`src/rtl/regfile_wr_arbiter_if.sv`:
```
// Register-file write-port bundle: A/B write requests, B claim, decode read ports, write port.
// Requesters and decode sit on the master side; the arbiter is the slave.
interface regfile_wr_arbiter_if #(
    parameter int unsigned DATA_W = 32,
    parameter int unsigned ADDR_W = 5
);
    logic              a_valid;
    logic              a_ready;
    logic [ADDR_W-1:0] a_addr;
    logic [DATA_W-1:0] a_data;
    logic              b_valid;
    logic              b_ready;
    logic [ADDR_W-1:0] b_addr;
    logic [DATA_W-1:0] b_data;
    logic              claim_valid;
    logic [ADDR_W-1:0] claim_addr;
    logic [ADDR_W-1:0] raddr1;
    logic [ADDR_W-1:0] raddr2;
    logic              hazard1;
    logic              hazard2;
    logic              rf_we;
    logic [ADDR_W-1:0] rf_waddr;
    logic [DATA_W-1:0] rf_wdata;
    logic              claim_err;

    modport master (
        output a_valid, a_addr, a_data, b_valid, b_addr, b_data,
               claim_valid, claim_addr, raddr1, raddr2,
        input  a_ready, b_ready, hazard1, hazard2, rf_we, rf_waddr, rf_wdata, claim_err
    );

    modport slave (
        input  a_valid, a_addr, a_data, b_valid, b_addr, b_data,
               claim_valid, claim_addr, raddr1, raddr2,
        output a_ready, b_ready, hazard1, hazard2, rf_we, rf_waddr, rf_wdata, claim_err
    );
endinterface

```
`src/rtl/regfile_wr_arbiter.sv`:
```
// Shares the register-file write port between writeback (A, priority) and mult/div (B),
// with a starvation guard for B and a pending-write scoreboard for decode hazards.
module regfile_wr_arbiter #(
    parameter int unsigned DATA_W       = 32,
    parameter int unsigned ADDR_W       = 5,
    parameter int unsigned STARVE_LIMIT = 4
) (
    input logic                  clk,
    input logic                  rst_n,
    regfile_wr_arbiter_if.slave  bus
);
    localparam int unsigned NREG  = 1 << ADDR_W;
    localparam int unsigned CNT_W = $clog2(STARVE_LIMIT + 1);

    logic [CNT_W-1:0]  starve_cnt, starve_cnt_nxt;
    logic [NREG-1:0]   pend, pend_nxt;
    logic              force_b_c;
    logic              a_ready_c, b_ready_c;
    logic              a_acc_c, b_acc_c;
    logic              wr_c;
    logic [ADDR_W-1:0] wr_addr_c;
    logic [DATA_W-1:0] wr_data_c;
    logic              claim_err_nxt;

    // Grant: A by default, B once it has been stalled STARVE_LIMIT cycles
    always_comb begin
        force_b_c = (starve_cnt >= CNT_W'(STARVE_LIMIT));
        a_ready_c = ~(force_b_c & bus.b_valid);
        b_ready_c = ~bus.a_valid | force_b_c;
        a_acc_c   = bus.a_valid & a_ready_c;
        b_acc_c   = bus.b_valid & b_ready_c;
    end

    assign bus.a_ready = a_ready_c;
    assign bus.b_ready = b_ready_c;
    assign bus.hazard1 = pend[bus.raddr1];
    assign bus.hazard2 = pend[bus.raddr2];

    // Write mux; at most one side is accepted per cycle, r0 writes are swallowed
    always_comb begin
        wr_addr_c = bus.a_addr;
        wr_data_c = bus.a_data;
        if (b_acc_c) begin
            wr_addr_c = bus.b_addr;
            wr_data_c = bus.b_data;
        end
        wr_c = (a_acc_c | b_acc_c) & (wr_addr_c != '0);
    end

    always_comb begin
        starve_cnt_nxt = starve_cnt;
        if (b_acc_c || !bus.b_valid) begin
            starve_cnt_nxt = '0;
        end else if (starve_cnt != CNT_W'(STARVE_LIMIT)) begin
            starve_cnt_nxt = starve_cnt + CNT_W'(1);
        end
    end

    // Scoreboard: a new claim supersedes a same-cycle B retire of that register
    always_comb begin
        pend_nxt      = pend;
        claim_err_nxt = 1'b0;
        if (b_acc_c) begin
            pend_nxt[bus.b_addr] = 1'b0;
        end
        if (bus.claim_valid && (bus.claim_addr != '0)) begin
            pend_nxt[bus.claim_addr] = 1'b1;
            claim_err_nxt = pend[bus.claim_addr] &
                            ~(b_acc_c && (bus.b_addr == bus.claim_addr));
        end
        pend_nxt[0] = 1'b0;
    end

    always_ff @(posedge clk) begin
        if (!rst_n) begin
            starve_cnt    <= '0;
            pend          <= '0;
            bus.rf_we     <= 1'b0;
            bus.rf_waddr  <= '0;
            bus.rf_wdata  <= '0;
            bus.claim_err <= 1'b0;
        end else begin
            starve_cnt    <= starve_cnt_nxt;
            pend          <= pend_nxt;
            bus.rf_we     <= wr_c;
            bus.claim_err <= claim_err_nxt;
            if (wr_c) begin
                bus.rf_waddr <= wr_addr_c;
                bus.rf_wdata <= wr_data_c;
            end
        end
    end
endmodule

```
`src/flat_wrapper.sv`:
```
// flat-port wrapper written by rule: the top's interface ports become plain ports
module regfile_wr_arbiter_flat 
#(
    parameter int unsigned DATA_W       = 32,
    parameter int unsigned ADDR_W       = 5,
    parameter int unsigned STARVE_LIMIT = 4
)
  (clk, rst_n, bus_a_valid, bus_a_addr, bus_a_data, bus_b_valid, bus_b_addr, bus_b_data, bus_claim_valid, bus_claim_addr, bus_raddr1, bus_raddr2, bus_a_ready, bus_b_ready, bus_hazard1, bus_hazard2, bus_rf_we, bus_rf_waddr, bus_rf_wdata, bus_claim_err);
  regfile_wr_arbiter_if #(.DATA_W(DATA_W), .ADDR_W(ADDR_W)) bus_i ();
  input logic clk;
  input logic rst_n;
  input wire logic [$bits(bus_i.a_valid)-1:0] bus_a_valid;
  input wire logic [$bits(bus_i.a_addr)-1:0] bus_a_addr;
  input wire logic [$bits(bus_i.a_data)-1:0] bus_a_data;
  input wire logic [$bits(bus_i.b_valid)-1:0] bus_b_valid;
  input wire logic [$bits(bus_i.b_addr)-1:0] bus_b_addr;
  input wire logic [$bits(bus_i.b_data)-1:0] bus_b_data;
  input wire logic [$bits(bus_i.claim_valid)-1:0] bus_claim_valid;
  input wire logic [$bits(bus_i.claim_addr)-1:0] bus_claim_addr;
  input wire logic [$bits(bus_i.raddr1)-1:0] bus_raddr1;
  input wire logic [$bits(bus_i.raddr2)-1:0] bus_raddr2;
  output wire logic [$bits(bus_i.a_ready)-1:0] bus_a_ready;
  output wire logic [$bits(bus_i.b_ready)-1:0] bus_b_ready;
  output wire logic [$bits(bus_i.hazard1)-1:0] bus_hazard1;
  output wire logic [$bits(bus_i.hazard2)-1:0] bus_hazard2;
  output wire logic [$bits(bus_i.rf_we)-1:0] bus_rf_we;
  output wire logic [$bits(bus_i.rf_waddr)-1:0] bus_rf_waddr;
  output wire logic [$bits(bus_i.rf_wdata)-1:0] bus_rf_wdata;
  output wire logic [$bits(bus_i.claim_err)-1:0] bus_claim_err;
  assign bus_i.a_valid = bus_a_valid;
  assign bus_i.a_addr = bus_a_addr;
  assign bus_i.a_data = bus_a_data;
  assign bus_i.b_valid = bus_b_valid;
  assign bus_i.b_addr = bus_b_addr;
  assign bus_i.b_data = bus_b_data;
  assign bus_i.claim_valid = bus_claim_valid;
  assign bus_i.claim_addr = bus_claim_addr;
  assign bus_i.raddr1 = bus_raddr1;
  assign bus_i.raddr2 = bus_raddr2;
  assign bus_a_ready = bus_i.a_ready;
  assign bus_b_ready = bus_i.b_ready;
  assign bus_hazard1 = bus_i.hazard1;
  assign bus_hazard2 = bus_i.hazard2;
  assign bus_rf_we = bus_i.rf_we;
  assign bus_rf_waddr = bus_i.rf_waddr;
  assign bus_rf_wdata = bus_i.rf_wdata;
  assign bus_claim_err = bus_i.claim_err;
  regfile_wr_arbiter #(.DATA_W(DATA_W), .ADDR_W(ADDR_W), .STARVE_LIMIT(STARVE_LIMIT)) u_core (.clk(clk), .rst_n(rst_n), .bus(bus_i));
endmodule
```
`config.mk`:
```
export PLATFORM = sky130hd
export DESIGN_NAME = regfile_wr_arbiter_flat
export DESIGN_NICKNAME = d
export VERILOG_FILES = /design/src/rtl/regfile_wr_arbiter_if.sv /design/src/rtl/regfile_wr_arbiter.sv /design/src/flat_wrapper.sv
export SDC_FILE = /design/constraint.sdc
export NUM_CORES = 1
export LEC_CHECK = 0
export ABC_CLOCK_PERIOD_IN_PS = 2310
export BUFFER_PORTS_ARGS = -buffer_cell sky130_fd_sc_hd__buf_2
export CAP_MARGIN = 20
export CORE_MARGIN = 5
export CORE_UTILIZATION = 45
export DETAILED_ROUTE_END_ITERATION = 7
export PLACE_DENSITY = 0.72
export SYNTH_ARGS = -nofsm -noshare
export SYNTH_HDL_FRONTEND = slang
export SYNTH_SLANG_ARGS = --single-unit
```
`constraint.sdc`:
```
create_clock -name clk -period 2.31 [get_ports clk]
set_input_delay 0.3465 -clock clk [delete_from_list [all_inputs] [get_ports clk]]
set_output_delay 0.3465 -clock clk [all_outputs]
set_load 0.02 [all_outputs]
```
After elaboration in Yosys (flattened, before gate mapping)
Cells that the tools add are included.
- input port bits: 94
- register bits after elaboration: 74
- output and inout port bits: 43
- logic and storage cells: 55
- equality and inequality tests: 2
- add/sub/neg operators: 1
- reduce and logical (&&, ||, !) cells: 10
- bitwise logic cells: 14
- multiplexer cells: 14
- order comparisons: 7
- operators with widths (cell ; number):
    $mux W32 ; 3
    $and A32 B32 Y32 ; 1
    $not A32 Y32 ; 1
    $or A32 B32 Y32 ; 1
    $lt A5 B6 Y1 const B ; 4
    $bmux W1 S5 ; 3
    $demux W1 S5 ; 2
    $ge A5 B1 Y1 const B ; 2
    $reduce_bool A5 Y1 ; 2
    $and A1 B1 Y1 ; 5
    $eq A5 B5 Y1 ; 1
    $mux W1 ; 5
    $mux W5 ; 1
    $logic_and A1 B1 Y1 ; 4
    $not A1 Y1 ; 4
    $add A3 B1 Y3 const B ; 1
    $ge A3 B3 Y1 const B ; 1
    $ne A3 B3 Y1 const B ; 1
    $or A1 B1 Y1 ; 2
    $reduce_and A2 Y1 ; 1
    $reduce_or A2 Y1 ; 1
    $logic_not A1 Y1 ; 1
    $logic_or A1 B1 Y1 ; 1

Logic depth before layout (Yosys ltp)
Gate-level depths: netlist of run 1.
- depth after elaboration: 9
- depth in mapped cells: 9
- gate-level depth less buffers: 6

Least setup slack after synthesis of run 1
OpenSTA, ideal clock, no wires.
- kind: in2out
- start: input port bus_raddr2[0]
- end: output port bus_hazard2
- data arrival time: 1.791 ns
- data required time: 1.964 ns
- path slack: 0.173 ns
- cell stages on the path: 5
- cell sequence: clkbuf_1 mux4_2 mux2_2 nand3_1 o311ai_1
- longest elaborated chain between the ends: 2
- RTL lines (what ; line ; source):
    start, declared ; flat_wrapper.sv:21 ; input wire logic [$bits(bus_i.raddr2)-1:0] bus_raddr2;
    $bmux W1 S5 ; regfile_wr_arbiter.sv:37 ; assign bus.hazard2 = pend[bus.raddr2];
    $mux W1 (implied by the code) ; regfile_wr_arbiter.sv:37 ;
    end, declared ; flat_wrapper.sv:25 ; output wire logic [$bits(bus_i.hazard2)-1:0] bus_hazard2;
No other way between the ends. The select of a mux whose other input is x is not followed.

Final worst setup path of run 1
- start: register u_core.pend[5]
- end: output port bus_hazard1
- longest elaborated chain between the ends: 2
- RTL lines (what ; line ; source):
    start, declared ; regfile_wr_arbiter.sv:16 ; logic [NREG-1:0] pend, pend_nxt;
    start signal, assigned ; regfile_wr_arbiter.sv:84 ; pend <= pend_nxt;
    $bmux W1 S5 ; regfile_wr_arbiter.sv:36 ; assign bus.hazard1 = pend[bus.raddr1];
    $mux W1 (implied by the code) ; regfile_wr_arbiter.sv:36 ;
    end, declared ; flat_wrapper.sv:24 ; output wire logic [$bits(bus_i.hazard1)-1:0] bus_hazard1;
No other way between the ends. The select of a mux whose other input is x is not followed.

==> flow_summary.toml, run 1 <==
[cells_and_area]
drive_gt1_share_pct = 33.01
fin_nets = 703
layout_commonest_cell = "buf_2"
final_cell_mix = "buf_2 (136), nand2_1 (110), dfxtp_1 (72)"
fill_cells = 871
diodes = 0
finalCoreUtilization_pct = 56.10
syn_to_final_growth_pct = 20.87

[timing]
drv_slew = 0
worst_slew_pin_slew_ns = 0.7151
max_freq_mhz = 451.3
setup_viol = 0
period_needed_ns = 2.216
relSlewSlack_pct = 51.96
rsz0062_at_grt = "false"
finalCritPeriodShare_pct = 95.93
fin_setup_tns_ns = 0
fin_skew_ns = 0.01055
finalHoldViolCount = 0

[routing]
vias = 4313
postRouteAntennaNets = 0
post_drt_wl_per_cell_um = 17.50
vias_per_cell = 5.821
drc_errors = 0
drtIter0Drc = 330
drtPass1Iterations = 4
wirelength_um = 12970

[grt]
grt-busiest-layer = "met2"
overflow = 0
met2_usage_pct = 36.59
grt_start_max_net_pins = 72
use_met3_pct = 5.433
grt_antenna_before_repair = 0
grt_pass1_wl_um = 21440
grt_pass1_vias = 4341
track_usage_pct = 22.68
grt.met1_usage_pct = 30.36

[yosys]
syn-cell-area_um2 = 4329
syn_nets = 593
avgSynthCellArea_um2 = 8.711
synth_edf_count = 0
synthArstFlopShare_pct = 0
synth.distinct_cells = 53
synth_seq_cells = 73
syn_inst = 497
ys_dominant_reg_cell = "dfxtp_1"
ys_warn_count = 0
ys_seq_area_share_pct = 33.76

[cts]
clk_root_buffer_cell = "clkbuf_8"
clk_path_buf_depth = 2
cts_tree = "yes"
clk_latency_ns = 0.35
htree_levels = 3
ctsHoldBuffers = 0
cts_made_buffers = 9
cts_sinks = 73
path_clk_slew_ns = 0.08

[setup_path]
path_cells = "mux4_2 > mux2_2 > a211oi_2 > a21oi_1 > buf_2"
crit_fanout = 4
path_delay_family = "multiplexers"
cpPeakStageDelay_ns = 0.46
rr_startpoint = "u_core.starve_cnt[2]"
crit_buf_inv = 1
slowest_stage = "mux4_2"
cp-start-kind = "flip-flop"
setup.worst_path.start = "u_core.pend[5]"
rrSetupSlack_ns = 0.36
crit_path_end_kind = "output port"
critPathKind = "flip-flop to output port"
cp.arrival_ns = 1.87
crit_required_ns = 1.96

[run]
cap_violations = 0

[power]
p_per_area_nw_per_um2 = 571.6
p_total_mw = 2.991
leakage_nw = 2.453
vdd_drop_max_mv = 0.3317

[hold_path]
min_path_type = "primary input to flip-flop"
hp-start = "bus_b_valid"

[floorplan]
fp.dieW_um = 108.1
start_util_pct = 46.41
core_um2 = 9328
rows = 35
dieHeight_um = 108.1
die_area_um2 = 11680
io_pins = 137

[outcome]
outcome = "finished clean"

[placed_design]
gp_congestion = 0.8469
dp_hpwl_um = 9581
port_buffers = 136
kinds of logic (layout without fill, tap and decap cells):
group	count (synthesis)	count (layout)	synth area share (%)
flip-flops	73	73	33.76
adder cells (fa/ha/maj)	2	2	0.5779
multiplexers	36	36	13.82
AO/OA/AOI/OAI	132	132	23.01
buffers and inverters	56	171	6.185
XOR/XNOR	5	5	1.012
AND/OR/NAND/NOR	193	193	21.65
timing repair:
action	4_1_cts	5_1_grt
resized for setup	1	1
endpoints found under the setup margin	1	1
pin swaps	0	1
buffers inserted	0	0
cell usage after synthesis (6+ instances only):
library cell | instances | area share [%]
buf_2 | 7 | 0.81
nand2_1 | 110 | 9.5
nor2_1 | 11 | 0.95
mux4_2 | 18 | 9.4
nand4_1 | 34 | 4.9
o21ai_0 | 31 | 3.6
o21ai_1 | 6 | 0.69
clkbuf_1 | 31 | 2.7
a21boi_1 | 32 | 5.5
inv_1 | 8 | 0.69
mux2_2 | 9 | 2.3
o211a_1 | 33 | 7.6
dfxtp_1 | 73 | 34
mux2i_1 | 8 | 1.8
layout make-up:
cell class	count	area, um^2	share of cell area, %
clock buffer	10	137.6	2.630
multi-input combinational	368	2608	49.83
clock inverter	6	65.06	1.243
tap	129	161.4	3.085
sequential	73	1463	27.95
inverter	10	37.54	0.7174
timing repair buffer	145	760.7	14.54
final timing paths:
path,endpoint,depth (start not counted)
max,bus_hazard1,5
min,u_core.starve_cnt[0],3
max reg2reg,u_core.bus.rf_wdata[27],7
min reg2reg,u_core.starve_cnt[0],1
registers in the layout (all words and copies together) (netlist names):
register / count
u_core.starve_cnt: 3
u_core.bus.rf_wdata: 32
u_core.bus.rf_waddr: 5
u_core.pend: 31
u_core.bus.claim_err: 1
u_core.bus.rf_we: 1
power breakdown:
| group | leakage, nW | switching [mW] | internal [mW] |
|---|---|---|---|
| Sequential | 0.600 | 0.0400 | 1.32 |
| Combinational | 1.75 | 0.348 | 0.248 |
| Clock | 0.103 | 0.502 | 0.530 |
| Total | 2.45 | 0.890 | 2.10 |
worst min-delay path: stages:
cell and delay (ns):
buf_2 0.14, nand2_1 0.10, nor3_1 0.05
per-layer routing:
metal | part of all wire [%] | vias to the layer above | wire [um]
met5 | 0 | - | 0
met4 | 0.85 | 0 | 110
met3 | 9.9 | 11 | 1280
met2 | 47 | 200 | 6145
met1 | 42 | 2060 | 5431
li1 | - | 2042 | -
stage by stage:
stage / hold slack [ns] / area (um^2) / std cells / setup slack, ns
2_1_floorplan: 0.4291 / 4329 / 497 / 0.1728
3_3_place_gp: 0.4387 / 5024 / 725 / 0.2277
3_5_place_dp: 0.4504 / 5024 / 725 / 0.1446
4_1_cts: 0.3060 / 5231 / 741 / 0.02727
5_1_grt: 0.3374 / 5233 / 741 / 0.02099
6_report: 0.3223 / 5233 / 741 / 0.09396
Power figures use the tool's default switching activity.
==> inputs of run 2 (changes only) <==
REMOVE_ABC_BUFFERS = 1   (was default)
==> run 2 against run 1 <==
Effect of this change: clock-buffer cell count decreased by 1; die area did not move; power grew 6.3%; combinational power grew 2%; register-to-register slack improved by 0.09 ns; hold slack gained 0.038 ns; sequential share of layout area shrank 0.43 points; sequential cell count is the same; global-route usage is 0.39 points lower; non-clock buffer count grew 7; maximum frequency decreased by 0.90%; largest cell class unchanged.
==> flow_summary.toml, run 2 (synthesis results as in run 1) <==
[timing]
max_freq_mhz = 447.2
setup_viol = 0
fin_skew_ns = 0.01023
finalCritPeriodShare_pct = 96.80
rsz0062_at_grt = "false"
finalHoldViolCount = 0
worst_slew_pin_slew_ns = 0.7105
drv_slew = 0
relSlewSlack_pct = 52.46
fin_ws_ns = 0.07388
period_needed_ns = 2.236

[power]
power.internal_mw = 2.295
leakage_nw = 2.498
net-switching-power_uw = 884.8
vdd_drop_max_mv = 0.3728
clockPowerShare_pct = 38.0
swShare_pct = 27.82
power_frac_seq_pct = 43.0
p_per_area_nw_per_um2 = 599.0
pwr-share-comb_pct = 19.0

[floorplan]
rows = 35
die_area_um2 = 11680
io_pins = 137
start_util_pct = 46.41
fp.dieW_um = 108.1
dieHeight_um = 108.1
core_um2 = 9328

[cts]
path_clk_slew_ns = 0.08
clk_root_buffer_cell = "clkbuf_8"
postCtsSetupBuffers = 0
clk_path_buf_depth = 2
cts_tree = "yes"
clk_latency_ns = 0.34
cts_made_buffers = 9
htree_levels = 3
cts_resized = 0
cts_sinks = 73
ctsHoldBuffers = 0

[outcome]
outcome = "finished clean"

[grt]
grt_pass1_wl_um = 20900
grt_start_max_net_pins = 39
grt.met1_usage_pct = 28.94
grt_pass1_vias = 4364
overflow = 0
use_met3_pct = 4.537
met2_usage_pct = 37.43
grt_antenna_before_repair = 0
grt-busiest-layer = "met2"
track_usage_pct = 22.29

[cells_and_area]
finalCoreUtilization_pct = 56.91
multi_input_area_um2 = 2608
diodes = 0
drive_gt1_share_pct = 33.50
largest_reg_flops = 32
seqCellArea_um2 = 1461
largest-register = "u_core.bus.rf_wdata"
fin_nets = 710
reg_top3 = "u_core.bus.rf_wdata (32), u_core.pend (31), u_core.bus.rf_waddr (5)"
syn_to_final_growth_pct = 22.63
layout_commonest_cell = "buf_2"
fill_cells = 862
final_cell_mix = "buf_2 (136), nand2_1 (110), dfxtp_1 (73)"

[placed_design]
pre_cts_slack_ns = 0.1907
port_buffers = 136
gp_congestion = 0.9655
dp_hpwl_um = 9835

[hold_path]
min_path_type = "primary input to flip-flop"
hold_depth = 4

[setup_path]
crit_required_ns = 1.96
rr_worst_depth = 9
crit_path_end_kind = "output port"
crit_fanout = 4
critPathKind = "flip-flop to output port"
cp.arrival_ns = 1.89
cp-start-kind = "flip-flop"

[routing]
drtPass1Iterations = 4
wirelength_um = 13080
post_drt_wl_per_cell_um = 17.50
vias = 4356
drc_errors = 0
drtIter0Drc = 248
vias_per_cell = 5.831
postRouteAntennaNets = 0

[run]
cap_violations = 0
==> run 2: per-stage QoR <==
| stage | hold slack, ns | setup TNS [ns] | total power [mW] | std cells | instance area [um^2] |
|---|---|---|---|---|---|
| after global routing | 0.3598 | 0 | 3.313 | 747 | 5309 |
| after CTS | 0.3445 | 0 | 3.199 | 747 | 5304 |
| after floorplan | 0.4291 | -3.333 | 1.705 | 451 | 4099 |
| after detailed placement | 0.4579 | 0 | 1.996 | 732 | 5064 |
| final | 0.3603 | 0 | 3.180 | 747 | 5309 |
| after global placement | 0.4415 | 0 | 1.985 | 732 | 5064 |
==> run 2: routing by layer <==
metal | vias up | wire length (um)
li1 | 2050 | -
met1 | 2054 | 5589
met2 | 225 | 6042
met3 | 27 | 1190
met4 | 0 | 253
met5 | - | 0
==> run 2: power groups by stage <==
stage,clock network (mW),registers (mW),logic (mW)
6_report,1.21,1.37,0.606
5_1_grt,1.28,1.37,0.662
4_1_cts,1.23,1.37,0.606
3_5_place_dp,0,1.39,0.604
3_3_place_gp,0,1.39,0.592
2_1_floorplan,0,1.46,0.250
==> run 2: path summary, 6_finish.rpt <==
check | to | slack, ns | from
worst max-delay path | bus_hazard1 | 0.07 | u_core.pend[14]
worst max register to register | u_core.bus.rf_wdata[17] | 0.45 | u_core.starve_cnt[2]
worst min-delay path | u_core.bus.rf_wdata[20] | 0.36 | bus_a_data[20]
worst min register to register | u_core.starve_cnt[0] | 0.47 | u_core.starve_cnt[0]
==> run 2: final cells by class <==
type,count,share of cell area (%)
Multi-Input combinational cell,368,49.12
Sequential cell,73,27.53
Timing Repair Buffer,152,15.08
Tap cell,129,3.040
Clock buffer,9,2.333
Clock inverter,6,2.192
Inverter,10,0.7070
==> run 2: worst max-delay path, cell delays in order, from the launching register on <==
cell and delay, ns:
dfxtp_1 0.36, mux4_2 0.47, mux2_2 0.29, a211oi_2 0.21
a21oi_1 0.06, buf_2 0.16
==> inputs of run 3 (changes only) <==
CORE_ASPECT_RATIO = 2   (was default)
==> run 3 against run 2 <==
Effect of this change: critical path depth unchanged; via count decreased by 1.5%; clock skew decreased by 0.0066 ns; design area increased by 0.54%; clock-buffer cell count increased by 1; non-clock buffer count decreased by 5; combinational power about the same; sequential share of layout area decreased by 0.15 points; critical path type unchanged; wire length increased by 1.2%.
==> flow_summary.toml, run 3 (synthesis results as in run 1) <==
[setup_path]
cpPeakStageDelay_ns = 0.46
crit_fanout = 4
crit_required_ns = 1.96
cp.arrival_ns = 1.85
cp-start-kind = "flip-flop"
critPathKind = "flip-flop to output port"
path_cells = "mux4_2 > mux2_2 > a211oi_2 > a21oi_1 > buf_2"
slowest_stage = "mux4_2"
crit_path_end_kind = "output port"

[cells_and_area]
reg_top3 = "u_core.bus.rf_wdata (32), u_core.pend (31), u_core.bus.rf_waddr (5)"
drive_gt1_share_pct = 33.22
fin_cells = 718
largest-register = "u_core.bus.rf_wdata"
layout_commonest_cell = "buf_2"
fin_nets = 705
syn_to_final_growth_pct = 23.29
finalCoreUtilization_pct = 56.88
fill_cells = 850
diodes = 0
final_cell_mix = "buf_2 (136), nand2_1 (110), dfxtp_1 (73)"
largest_reg_flops = 32
stdcell_area_um2 = 5338

[cts]
cts_tree = "yes"
cts_sinks = 73
cts_made_buffers = 9
clk_root_buffer_cell = "clkbuf_16"
htree_levels = 3
clk_path_buf_depth = 2
path_clk_slew_ns = 0.06
clk_latency_ns = 0.33

[grt]
grt_start_max_net_pins = 53
track_usage_pct = 22.88
grt_antenna_before_repair = 0
grt_pass1_vias = 4331
overflow = 0
grt_pass1_wl_um = 21420

[timing]
finalHoldViolCount = 0
drv_slew = 0
fin_skew_ns = 0.003653
finalCritPeriodShare_pct = 94.95
rsz0062_at_grt = "false"
hold-worst-slack_ns = 0.3645
setup_viol = 0
period_needed_ns = 2.193
fin_setup_tns_ns = 0
relSlewSlack_pct = 47.27
worst_slew_pin_slew_ns = 0.7881
max_freq_mhz = 455.9

[floorplan]
core_um2 = 9384
dieHeight_um = 148.7
fp.dieW_um = 79.36
io_pins = 137
rows = 50
die_area_um2 = 11800
start_util_pct = 46.13

[placed_design]
placedCellCount = 702
dp_hpwl_um = 10100
postPlaceCellArea_um2 = 5032
port_buffers = 136
gp_congestion = 0.9206

[power]
p_per_area_nw_per_um2 = 627.5
leakage_nw = 2.517
power_frac_seq_pct = 40.8
pwr-share-comb_pct = 18.2
power.internal_mw = 2.435
net-switching-power_uw = 913.8
swShare_pct = 27.29
clockPowerShare_pct = 41.1
vdd_drop_max_mv = 0.4084

[routing]
vias = 4290
post_drt_wl_per_cell_um = 18.43
postRouteAntennaNets = 0
vias_per_cell = 5.975
drtIter0Drc = 272
drc_errors = 0
drtPass1Iterations = 5
wirelength_um = 13230

[outcome]
outcome = "finished clean"

[run]
cap_violations = 0

[hold_path]
min_path_type = "primary input to flip-flop"
run 3: cell count changes in the layout (fill, tap and decap cells not counted), moves of 2 or more:
cell and delta:
buf_4 -8, bufinv_16 -2, buf_12 +3, clkbuf_16 +9, clkbuf_8 -8, clkinv_2 +4, clkinv_4 -2
run 3: metal layers:
metal	track usage [%]	routed length [um]	share of wire, %	vias to the layer above
li1	-	-	-	2045
met1	25.15	5007	38	1984
met2	40.67	6850	52	229
met3	5.333	904	6.8	32
met4	10.76	470	3.6	0
met5	0	0	0	-
run 3: layout make-up:
class                   count  area [um^2]  area share [%]
multi-input cells         368         2611           48.92
flip-flops and latches     73         1461           27.38
repair buffers            147        800.8           15.00
clock buffers              10        239.0           4.477
well taps                 104        130.1           2.438
clock inverters             6        57.56           1.078
inverters                  10        37.54          0.7032
run 3: stage by stage:
| step | setup WS, ns | power [mW] |
|---|---|---|
| after CTS | 0.07148 | 3.376 |
| after detailed placement | 0.1117 | 1.997 |
| final | 0.1166 | 3.349 |
| after global placement | 0.1902 | 1.987 |
| after global routing | 0.02018 | 3.493 |
| after floorplan | -0.1556 | 1.705 |
run 3: worst paths after layout:
kind,startpoint,endpoint,slack (ns),depth (start not counted)
setup / recovery,u_core.pend[12],bus_hazard1,0.12,5
hold / removal,bus_a_data[4],u_core.bus.rf_wdata[4],0.36,4
setup reg to reg,u_core.starve_cnt[2],u_core.bus.rf_waddr[1],0.32,7
hold reg to reg,u_core.starve_cnt[0],u_core.starve_cnt[0],0.47,1
run 3: what timing repair did:
| item | in CTS | in global routing |
|---|---|---|
| hold buffers | 0 | 0 |
| buffers inserted | 0 | 0 |
| endpoints found under the setup margin | 0 | 2 |
| resized for setup | 0 | 2 |
run 3: critical path, delay by kind of cell (launching register included):
family                 cells  cell delay (ns)
flip-flops                 1             0.35
buffers and inverters      1             0.16
multiplexers               2             0.75
AO/OA/AOI/OAI              2             0.26
run 3: power by group through the flow:
stage	registers, mW	logic [mW]	clock network (mW)
floorplan	1.46	0.250	0
global route	1.37	0.662	1.46
CTS	1.36	0.611	1.40
finish	1.37	0.609	1.37
global placement	1.39	0.596	0
detailed placement	1.39	0.607	0
